<file path="config.mk">
export PLATFORM = sky130hd
export DESIGN_NAME = reg_writeback_unit
export DESIGN_NICKNAME = d
export VERILOG_FILES = /design/src/rtl/lc3_pkg.sv /design/src/rtl/wb_fifo.sv /design/src/rtl/reg_writeback_unit.sv
export SDC_FILE = /design/constraint.sdc
export NUM_CORES = 1
export LEC_CHECK = 0
export ABC_AREA = 1
export CORE_MARGIN = 8
export CORE_UTILIZATION = 56
export DETAILED_ROUTE_END_ITERATION = 8
export DONT_BUFFER_PORTS = 1
export HOLD_SLACK_MARGIN = 0.12
export PLACE_DENSITY = 0.73
export SLEW_MARGIN = 15
export SYNTH_ARGS = -nofsm -noshare
export SYNTH_HDL_FRONTEND = slang
export SYNTH_SLANG_ARGS = --single-unit
</file>
<file path="constraint.sdc">
create_clock -name clk -period 6.3 [get_ports clk]
set_input_delay 1.26 -clock clk [delete_from_list [all_inputs] [get_ports clk]]
set_output_delay 1.26 -clock clk [all_outputs]
set_load 0.05 [all_outputs]
</file>
<file path="src/rtl/lc3_pkg.sv">
// Shared LC-3 definitions: destination-select encoding, condition-code layout
// and the queued writeback entry format.
package lc3_pkg;

    typedef enum logic [1:0] {
        DR_NONE = 2'd0,
        DR_IR   = 2'd1,
        DR_R7   = 2'd2
    } dr_sel_e;

    localparam int NZP_N = 2;
    localparam int NZP_Z = 1;
    localparam int NZP_P = 0;

    localparam logic [2:0] NZP_RESET = 3'b010;

    typedef struct packed {
        logic [15:0] data;
        logic [2:0]  dr;
        logic        ld;
        logic        set_cc;
    } wb_entry_t;

    // Exactly one flag is set for any 16-bit value.
    function automatic logic [2:0] calc_nzp(input logic [15:0] value);
        logic [2:0] flags;
        flags        = '0;
        flags[NZP_N] = value[15];
        flags[NZP_Z] = (value == 16'h0000);
        flags[NZP_P] = !value[15] && (value != 16'h0000);
        return flags;
    endfunction

endpackage

</file>
<file path="src/rtl/wb_fifo.sv">
// Small circular queue of pending register writes; publishes per-slot valid,
// write-enable and destination so the parent can flag read hazards.
module wb_fifo
    import lc3_pkg::*;
#(
    parameter int DEPTH = 2,
    localparam int PW = (DEPTH > 2) ? 2 : 1,
    localparam int CW = $clog2(DEPTH + 1)
) (
    input  logic               clk,
    input  logic               reset,
    input  logic               push_i,
    input  logic               pop_i,
    input  logic               flush_i,
    input  wb_entry_t          wdata_i,
    output wb_entry_t          rdata_o,
    output logic [CW-1:0]      count_o,
    output logic [DEPTH-1:0]   valid_o,
    output logic [DEPTH-1:0]   ld_o,
    output logic [3*DEPTH-1:0] dest_o
);

    wb_entry_t        mem_q [DEPTH];
    wb_entry_t        mem_d [DEPTH];
    logic [DEPTH-1:0] valid_q, valid_d;
    logic [PW-1:0]    wr_ptr_q, wr_ptr_d;
    logic [PW-1:0]    rd_ptr_q, rd_ptr_d;
    logic [CW-1:0]    count_q, count_d;

    // Pointers wrap at DEPTH rather than at a power of two.
    function automatic logic [PW-1:0] ptr_inc(input logic [PW-1:0] ptr);
        return (ptr == PW'(DEPTH - 1)) ? '0 : ptr + 1'b1;
    endfunction

    always_comb begin
        mem_d    = mem_q;
        valid_d  = valid_q;
        wr_ptr_d = wr_ptr_q;
        rd_ptr_d = rd_ptr_q;
        count_d  = count_q;
        if (flush_i) begin
            valid_d  = '0;
            wr_ptr_d = '0;
            rd_ptr_d = '0;
            count_d  = '0;
        end else begin
            if (pop_i) begin
                valid_d[rd_ptr_q] = 1'b0;
                rd_ptr_d          = ptr_inc(rd_ptr_q);
            end
            if (push_i) begin
                mem_d[wr_ptr_q]   = wdata_i;
                valid_d[wr_ptr_q] = 1'b1;
                wr_ptr_d          = ptr_inc(wr_ptr_q);
            end
            case ({push_i, pop_i})
                2'b10:   count_d = count_q + 1'b1;
                2'b01:   count_d = count_q - 1'b1;
                default: count_d = count_q;
            endcase
        end
    end

    always_ff @(posedge clk or posedge reset) begin
        if (reset) begin
            for (int i = 0; i < DEPTH; i++) begin
                mem_q[i] <= '0;
            end
            valid_q  <= '0;
            wr_ptr_q <= '0;
            rd_ptr_q <= '0;
            count_q  <= '0;
        end else begin
            mem_q    <= mem_d;
            valid_q  <= valid_d;
            wr_ptr_q <= wr_ptr_d;
            rd_ptr_q <= rd_ptr_d;
            count_q  <= count_d;
        end
    end

    always_comb begin
        ld_o   = '0;
        dest_o = '0;
        for (int i = 0; i < DEPTH; i++) begin
            ld_o[i]         = mem_q[i].ld;
            dest_o[3*i +: 3] = mem_q[i].dr;
        end
    end

    assign rdata_o = mem_q[rd_ptr_q];
    assign count_o = count_q;
    assign valid_o = valid_q;

endmodule

</file>
<file path="src/rtl/reg_writeback_unit.sv">
// Writeback path: queues datapath results, drains one per cycle into a
// registered register-file write port, and maintains NZP condition codes and BEN.
module reg_writeback_unit
    import lc3_pkg::*;
#(
    parameter int DEPTH = 2
) (
    input  logic        clk,
    input  logic        reset,
    input  logic        wb_valid,
    output logic        wb_ready,
    input  logic [15:0] wb_data,
    input  logic [15:0] wb_ir,
    input  logic [1:0]  wb_dr_sel,
    input  logic        wb_set_cc,
    input  logic        flush,
    output logic [15:0] data_in,
    output logic [2:0]  DR_reg,
    output logic        ld_reg,
    input  logic [2:0]  SR1_reg,
    input  logic [2:0]  SR2_reg,
    output logic        sr1_busy,
    output logic        sr2_busy,
    input  logic        ben_req,
    input  logic [2:0]  ir_nzp,
    output logic        ben,
    output logic [2:0]  nzp
);

    localparam int CW = $clog2(DEPTH + 1);
    localparam logic [CW-1:0] FULL_COUNT = CW'(DEPTH);

    wb_entry_t        push_entry;
    wb_entry_t        head_entry;
    logic [CW-1:0]    count;
    logic [DEPTH-1:0] entry_valid;
    logic [DEPTH-1:0] entry_ld;
    logic [3*DEPTH-1:0] entry_dest;
    logic             push;
    logic             pop;
    logic             unused_ir;

    logic        ld_q, ld_d;
    logic [2:0]  dr_q, dr_d;
    logic [15:0] data_q, data_d;
    logic [2:0]  nzp_q, nzp_d;
    logic        ben_q, ben_d;

    // The register file never stalls, so any queued entry drains every cycle;
    // flush overrides both directions.
    assign wb_ready = !reset && (count != FULL_COUNT);
    assign push     = wb_valid && wb_ready && !flush;
    assign pop      = (count != '0) && !flush;

    assign unused_ir = ^{wb_ir[15:12], wb_ir[8:0]};

    always_comb begin
        push_entry        = '0;
        push_entry.data   = wb_data;
        push_entry.set_cc = wb_set_cc;
        case (dr_sel_e'(wb_dr_sel))
            DR_IR: begin
                push_entry.dr = wb_ir[11:9];
                push_entry.ld = 1'b1;
            end
            DR_R7: begin
                push_entry.dr = 3'd7;
                push_entry.ld = 1'b1;
            end
            default: ;
        endcase
    end

    wb_fifo #(
        .DEPTH(DEPTH)
    ) u_fifo (
        .clk     (clk),
        .reset   (reset),
        .push_i  (push),
        .pop_i   (pop),
        .flush_i (flush),
        .wdata_i (push_entry),
        .rdata_o (head_entry),
        .count_o (count),
        .valid_o (entry_valid),
        .ld_o    (entry_ld),
        .dest_o  (entry_dest)
    );

    // BEN samples the condition codes as they stood before this edge.
    always_comb begin
        ld_d   = 1'b0;
        dr_d   = dr_q;
        data_d = data_q;
        nzp_d  = nzp_q;
        ben_d  = ben_q;
        if (pop) begin
            ld_d   = head_entry.ld;
            dr_d   = head_entry.dr;
            data_d = head_entry.data;
            if (head_entry.set_cc) begin
                nzp_d = calc_nzp(head_entry.data);
            end
        end
        if (ben_req && !flush) begin
            ben_d = |(ir_nzp & nzp_q);
        end
    end

    always_ff @(posedge clk or posedge reset) begin
        if (reset) begin
            ld_q   <= 1'b0;
            dr_q   <= 3'd0;
            data_q <= 16'h0000;
            nzp_q  <= NZP_RESET;
            ben_q  <= 1'b0;
        end else begin
            ld_q   <= ld_d;
            dr_q   <= dr_d;
            data_q <= data_d;
            nzp_q  <= nzp_d;
            ben_q  <= ben_d;
        end
    end

    always_comb begin
        sr1_busy = ld_q && (dr_q == SR1_reg);
        sr2_busy = ld_q && (dr_q == SR2_reg);
        for (int i = 0; i < DEPTH; i++) begin
            if (entry_valid[i] && entry_ld[i] && (entry_dest[3*i +: 3] == SR1_reg)) begin
                sr1_busy = 1'b1;
            end
            if (entry_valid[i] && entry_ld[i] && (entry_dest[3*i +: 3] == SR2_reg)) begin
                sr2_busy = 1'b1;
            end
        end
    end

    assign ld_reg  = ld_q;
    assign DR_reg  = dr_q;
    assign data_in = data_q;
    assign nzp     = nzp_q;
    assign ben     = ben_q;

endmodule

</file>
==> impl_metrics.py, run 1 <==
metrics = {
    "pwr": {
        "peakVddDrop_mv": 0.163,
        "power_density_nw_per_um2": 362,
        "p_leak_nw": 1.78,
        "power_mw": 1.30,
    },
    "sta": {
        "fin_crit_sh_pct": 52.0,
        "hold_slack_ns": 0.485,
        "setup-violations-final": 0,
        "rsz0062_at_grt": "false",
        "hold_violations": 0,
        "min_period_ns": 3.28,
        "relSlewSlack_pct": 40.1,
        "fin_skew_ns": 0.00725,
        "tightest_slew_ns": 0.898,
        "setup_tns_ns": 0,
        "drv_slew": 0,
        "fin_ws_ns": 3.02,
        "max_freq_mhz": 305,
    },
    "clocking": {
        "clkTransAtPathRegs_ns": 0.08,
        "clkLatencyLatePin_ns": 0.34,
        "post_cts_resized": 0,
        "numCtsBuffers": 9,
        "post-cts-setup-buffers": 0,
        "cts_tree": "done",
        "cts.sinks": 72,
        "clock_tree.root_cell": "clkbuf_8",
        "cts-htree-levels": 3,
        "clk_path_buf_depth": 2,
        "cts_hold_buf": 0,
    },
    "global_route": {
        "antenna_found_initial": 0,
        "grt_usage_pct": 17.5,
        "overflow": 0,
        "grt_max_degree": 73,
        "grt_pass1_wl_um": 12000,
        "grt_pass1_vias": 2415,
    },
    "placed_design": {
        "numPortBuffers": 0,
        "dp_slack_ns": 3.03,
        "place_area_um2": 3410,
        "place_inst": 462,
        "place_congestion": 0.794,
        "place_hpwl_um": 5070,
    },
    "finish": {
        "antenna_cells": 0,
        "final_area_um2": 3580,
        "syn_to_final_growth_pct": 4.91,
        "stdcell_count": 478,
        "drive_gt1_share_pct": 10.9,
        "final_nets": 449,
        "max_flop_register": "u_fifo.mem_q",
        "largest_register_ffs": 34,
        "final_util_pct": 60.5,
    },
    "critical_path": {
        "crit_path_start": "SR2_reg[0]",
        "path_cells": "inv_1 -> a21oi_1 -> o2111ai_1 -> nand3_1",
        "crit_required_ns": 5.04,
        "crit_slowest_cell": "nand3_1",
        "cp_top_family": "simple AND/OR/NAND/NOR gates",
        "rrSetupSlack_ns": 4.23,
        "critPathKind": "input pin to output pin",
        "end_kind": "output pin",
        "startpoint_type": "input pin",
        "cp_max_fo": 3,
        "arrival_ns": 2.02,
        "timing.rr.start": "u_fifo.rd_ptr_q$_DFFE_PP0P_",
        "r2r-end": "nzp[0]$_DFFE_PP0P_",
        "critical_path_buf_inv_count": 1,
        "reg2reg_depth": 9,
        "cpPeakStageDelay_ns": 0.45,
    },
    "logic_synthesis": {
        "synth_top_area_share_pct": 52.1,
        "syn_avg_cell_area_um2": 8.55,
        "syn_nets": 450,
        "yosysWarnings": 0,
        "ys_async_sr_fraction_pct": 100,
        "synth_ff_type": "dfrtp_1",
        "netlist_top_cells_count": "nand2_1 (139), dfrtp_1 (71), inv_1 (38)",
        "synth.distinct_cells": 30,
        "yosysSeqAreaShare_pct": 52.8,
        "yosysTopAreaCell": "dfrtp_1",
        "synth_cells": 399,
        "yosysMostFrequentCell": "nand2_1",
        "synth_area_um2": 3410,
        "synth_seq_cells": 72,
        "synth_edf_count": 0,
        "synthTopCellsByArea": "dfrtp_1 (52%), nand2_1 (15%), inv_1 (4.2%)",
    },
    "detailed_routing": {
        "met3WireLength_um": 409,
        "drtIter0Drc": 112,
        "wirelength_um": 7110,
        "dr.pass1.iters": 4,
        "via_per_inst": 5.27,
        "antenna_left": 0,
        "highest_layer": "met4",
        "met1_length_um": 3200,
        "dr_wl_met2_um": 3410,
        "drc_errors": 0,
        "vias": 2518,
        "wire_per_inst_um": 14.9,
    },
    "worst_hold_path": {
        "hold_end": "u_fifo.mem_q[31]$_DFFE_PP0P_",
        "min_from": "u_fifo.mem_q[31]$_DFFE_PP0P_",
        "hold_depth": 2,
        "hold_path.class": "flip-flop to flip-flop",
    },
    "die": {
        "core_um2": 5920,
        "io_pins": 76,
        "die_x_um": 94.1,
        "dieArea_um2": 8850,
        "die_y_um": 94.1,
        "num_rows": 28,
        "start_util_pct": 57.6,
    },
    "flow_run": {
        "drv_cap": 0,
    },
    "status": {
        "outcome": "completed",
    },
}
==> power breakdown <==
group,internal (mW),total [mW],leakage (nW),switching (mW)
clock,0.142,0.317,0.0814,0.175
combinational,0.0858,0.206,0.806,0.120
sequential,0.560,0.773,0.896,0.213
==> cells in the final DEF (no fill, tap or decap), drive strengths merged <==
| cell type | synthesis | routed |
|---|---|---|
| o221ai | 3 | 3 |
| nor2 | 32 | 32 |
| o22ai | 2 | 2 |
| xnor2 | 11 | 11 |
| dfstp | 1 | 1 |
| o2111ai | 3 | 3 |
| dfrtp | 71 | 71 |
| nand4 | 3 | 3 |
| a22oi | 1 | 1 |
| a21oi | 10 | 10 |
| clkbuf | 1 | 9 |
| nand2 | 141 | 141 |
| a31oi | 12 | 12 |
| clkinvlp | 0 | 3 |
| nand3 | 8 | 8 |
| o21ai | 42 | 42 |
| ha | 2 | 2 |
| inv | 43 | 44 |
| clkinv | 0 | 3 |
| buf | 13 | 2 |
==> tightest hold or removal path, cell delays in order (launching register included) <==
cell and delay (ns):
dfrtp_1 0.35, nand2_1 0.06, o21ai_2 0.04
==> area by class of cell <==
type / count / area [um2]
well taps: 75 / 93.8
inverters: 43 / 164
fillers: 520 / 2340
clock buffers: 9 / 124
multi-input cells: 270 / 1330
flip-flops and latches: 72 / 1800
repair buffers: 2 / 15.0
clock inverters: 7 / 46.3
==> per-layer routing <==
| layer | track usage [%] | vias up |
|---|---|---|
| li1 | - | 1276 |
| met1 | 22.7 | 1177 |
| met2 | 26.0 | 57 |
| met3 | 4.96 | 8 |
| met4 | 8.72 | 0 |
| met5 | 0 | - |
==> how the worst max path moves through the flow <==
stage,endpoint,slack [ns],cells past startpoint
after detailed placement,sr2_busy,3.03,5
final,sr2_busy,3.02,4
after global placement,sr2_busy,3.05,4
after global routing,sr2_busy,2.95,5
after CTS,sr2_busy,3.03,5
after floorplan,sr2_busy,3.10,5
==> logic make-up (layout without fill, tap and decap cells) <==
| family | count (synthesis) | in the layout | share of synthesized area (%) |
|---|---|---|---|
| XOR/XNOR | 11 | 11 | 2.82 |
| adder cells (fa/ha/maj) | 2 | 2 | 0.733 |
| AO/OA/AOI/OAI | 73 | 73 | 13.3 |
| flip-flops | 72 | 72 | 52.8 |
| buffers and inverters | 57 | 61 | 8.07 |
| AND/OR/NAND/NOR | 184 | 184 | 22.3 |
Power figures use the tool's default switching activity.
==> run 2, diff against run 1 <==
- clock period: 6.3 -> 3.4 ns (I/O delays scaled with it)
==> run 2 against run 1 <==
Sequential power increased by 85%; power grew 99%; via count grew 2.2%; critical path depth increased by 1; final cell count increased by 0.21%; highest routed layer unchanged.
==> impl_metrics.py, run 2 (synthesis gave the netlist of run 1 again) <==
metrics = {
    "status": {
        "outcome": "completed",
    },
    "global_route": {
        "grt_pass1_wl_um": 12300,
        "grt_usage_pct": 17.7,
        "grt_max_degree": 33,
        "grt_pass1_vias": 2538,
        "antenna_found_initial": 0,
        "overflow": 0,
    },
    "critical_path": {
        "end_kind": "output pin",
        "cp_top_family": "flip-flops",
        "critical_path_buf_inv_count": 1,
        "critPathKind": "flip-flop to output pin",
        "rrSetupSlack_ns": 1.37,
        "crit_required_ns": 2.72,
        "arrival_ns": 1.87,
        "crit_slowest_cell": "dfrtp_1",
        "path_cells": "inv_1 -> o22ai_1 -> nor2_1 -> nand4_1 -> nand3_1",
        "startpoint_type": "flip-flop",
        "cpPeakStageDelay_ns": 0.71,
        "cp_max_fo": 4,
    },
    "clocking": {
        "clkTransAtPathRegs_ns": 0.08,
        "cts_tree": "done",
        "clock_tree.root_cell": "clkbuf_8",
        "clkLatencyLatePin_ns": 0.33,
        "cts.sinks": 72,
        "post_cts_resized": 0,
        "cts-htree-levels": 3,
        "post-cts-setup-buffers": 0,
        "cts_hold_buf": 0,
        "clk_path_buf_depth": 2,
        "numCtsBuffers": 9,
    },
    "sta": {
        "rsz0062_at_grt": "false",
        "drv_slew": 0,
        "setup_tns_ns": 0,
        "tightest_slew_ns": 0.831,
        "min_period_ns": 2.55,
        "max_freq_mhz": 392,
        "hold_violations": 0,
        "relSlewSlack_pct": 44.6,
        "fin_crit_sh_pct": 75.0,
        "setup-violations-final": 0,
        "fin_skew_ns": 0.00669,
    },
    "placed_design": {
        "place_hpwl_um": 5350,
        "place_congestion": 0.796,
        "place_inst": 463,
        "numPortBuffers": 0,
    },
    "detailed_routing": {
        "drc_errors": 0,
        "via_per_inst": 5.37,
        "drtIter0Drc": 92,
        "wirelength_um": 7280,
        "antenna_left": 0,
        "dr.pass1.iters": 4,
        "wire_per_inst_um": 15.2,
        "vias": 2574,
    },
    "pwr": {
        "p_leak_nw": 1.82,
        "power_density_nw_per_um2": 705,
        "power_mw": 2.57,
        "peakVddDrop_mv": 0.311,
    },
    "die": {
        "io_pins": 76,
        "die_x_um": 94.1,
        "start_util_pct": 57.6,
        "die_y_um": 94.1,
        "dieArea_um2": 8850,
        "core_um2": 5920,
        "num_rows": 28,
    },
    "finish": {
        "drive_gt1_share_pct": 11.1,
        "final_cell_mix": "nand2_1 (139), dfrtp_1 (71), inv_1 (37)",
        "antenna_cells": 0,
        "max_flop_register": "u_fifo.mem_q",
        "final_nets": 450,
        "stdcell_count": 479,
        "largest_register_ffs": 34,
        "syn_to_final_growth_pct": 6.89,
        "layout_commonest_cell": "nand2_1",
    },
    "worst_hold_path": {
        "hold_path.class": "input pin to async pin",
    },
    "flow_run": {
        "drv_cap": 0,
    },
}
run 2: cell types whose count changed in the layout (fill, tap and decap cells not counted):
cell        before  now
clkinv_2         3    0
buf_4            2    3
bufinv_16        0    2
inv_6            1    0
clkinv_4         0    2
clkbuf_8         9   10
clkinvlp_4       3    2
run 2: final cells by class:
cell class	count	area, um2
fillers	542	2270
flip-flops and latches	72	1800
multi-input cells	270	1330
inverters	43	164
clock buffers	10	138
well taps	75	93.8
clock inverters	6	92.6
repair buffers	3	22.5
run 2: path summary, 6_finish.rpt:
kind / start / to / cells past startpoint
max: DR_reg[0]$_DFFE_PP0N_ / sr2_busy / 5
min: reset / data_in[4]$_DFFE_PP0N_ / 1
max reg2reg: u_fifo.rd_ptr_q$_DFFE_PP0P_ / nzp[0]$_DFFE_PP0P_ / 9
min reg2reg: u_fifo.mem_q[7]$_DFFE_PP0P_ / u_fifo.mem_q[7]$_DFFE_PP0P_ / 2
max in group asynchronous: reset / u_fifo.rd_ptr_q$_DFFE_PP0P_ / 2
min in group clk: flush / u_fifo.count_o[1]$_DFFE_PP0P_ / 1
run 2: through the flow:
stage	hold slack, ns	util, %	setup slack (ns)	cell area, um2
4_1_cts	0.292	61.6	0.821	3650
5_1_grt	0.323	61.6	0.723	3650
3_5_place_dp	0.465	57.7	1.19	3420
6_report	0.292	61.6	0.851	3650
2_1_floorplan	0.449	-	0.897	3410
3_3_place_gp	0.462	57.7	1.20	3420
run 2: layer usage:
metal / track usage [%] / vias up / routed length, um
met3: 4.72 / 11 / 566
met4: 6.87 / 0 / 126
li1: - / 1283 / -
met1: 22.4 / 1203 / 3150
met2: 28.3 / 77 / 3440
met5: 0 / - / 0
run 2: power breakdown:
part / internal (mW) / switching (mW)
sequential: 1.04 / 0.395
clock: 0.435 / 0.319
combinational: 0.160 / 0.225
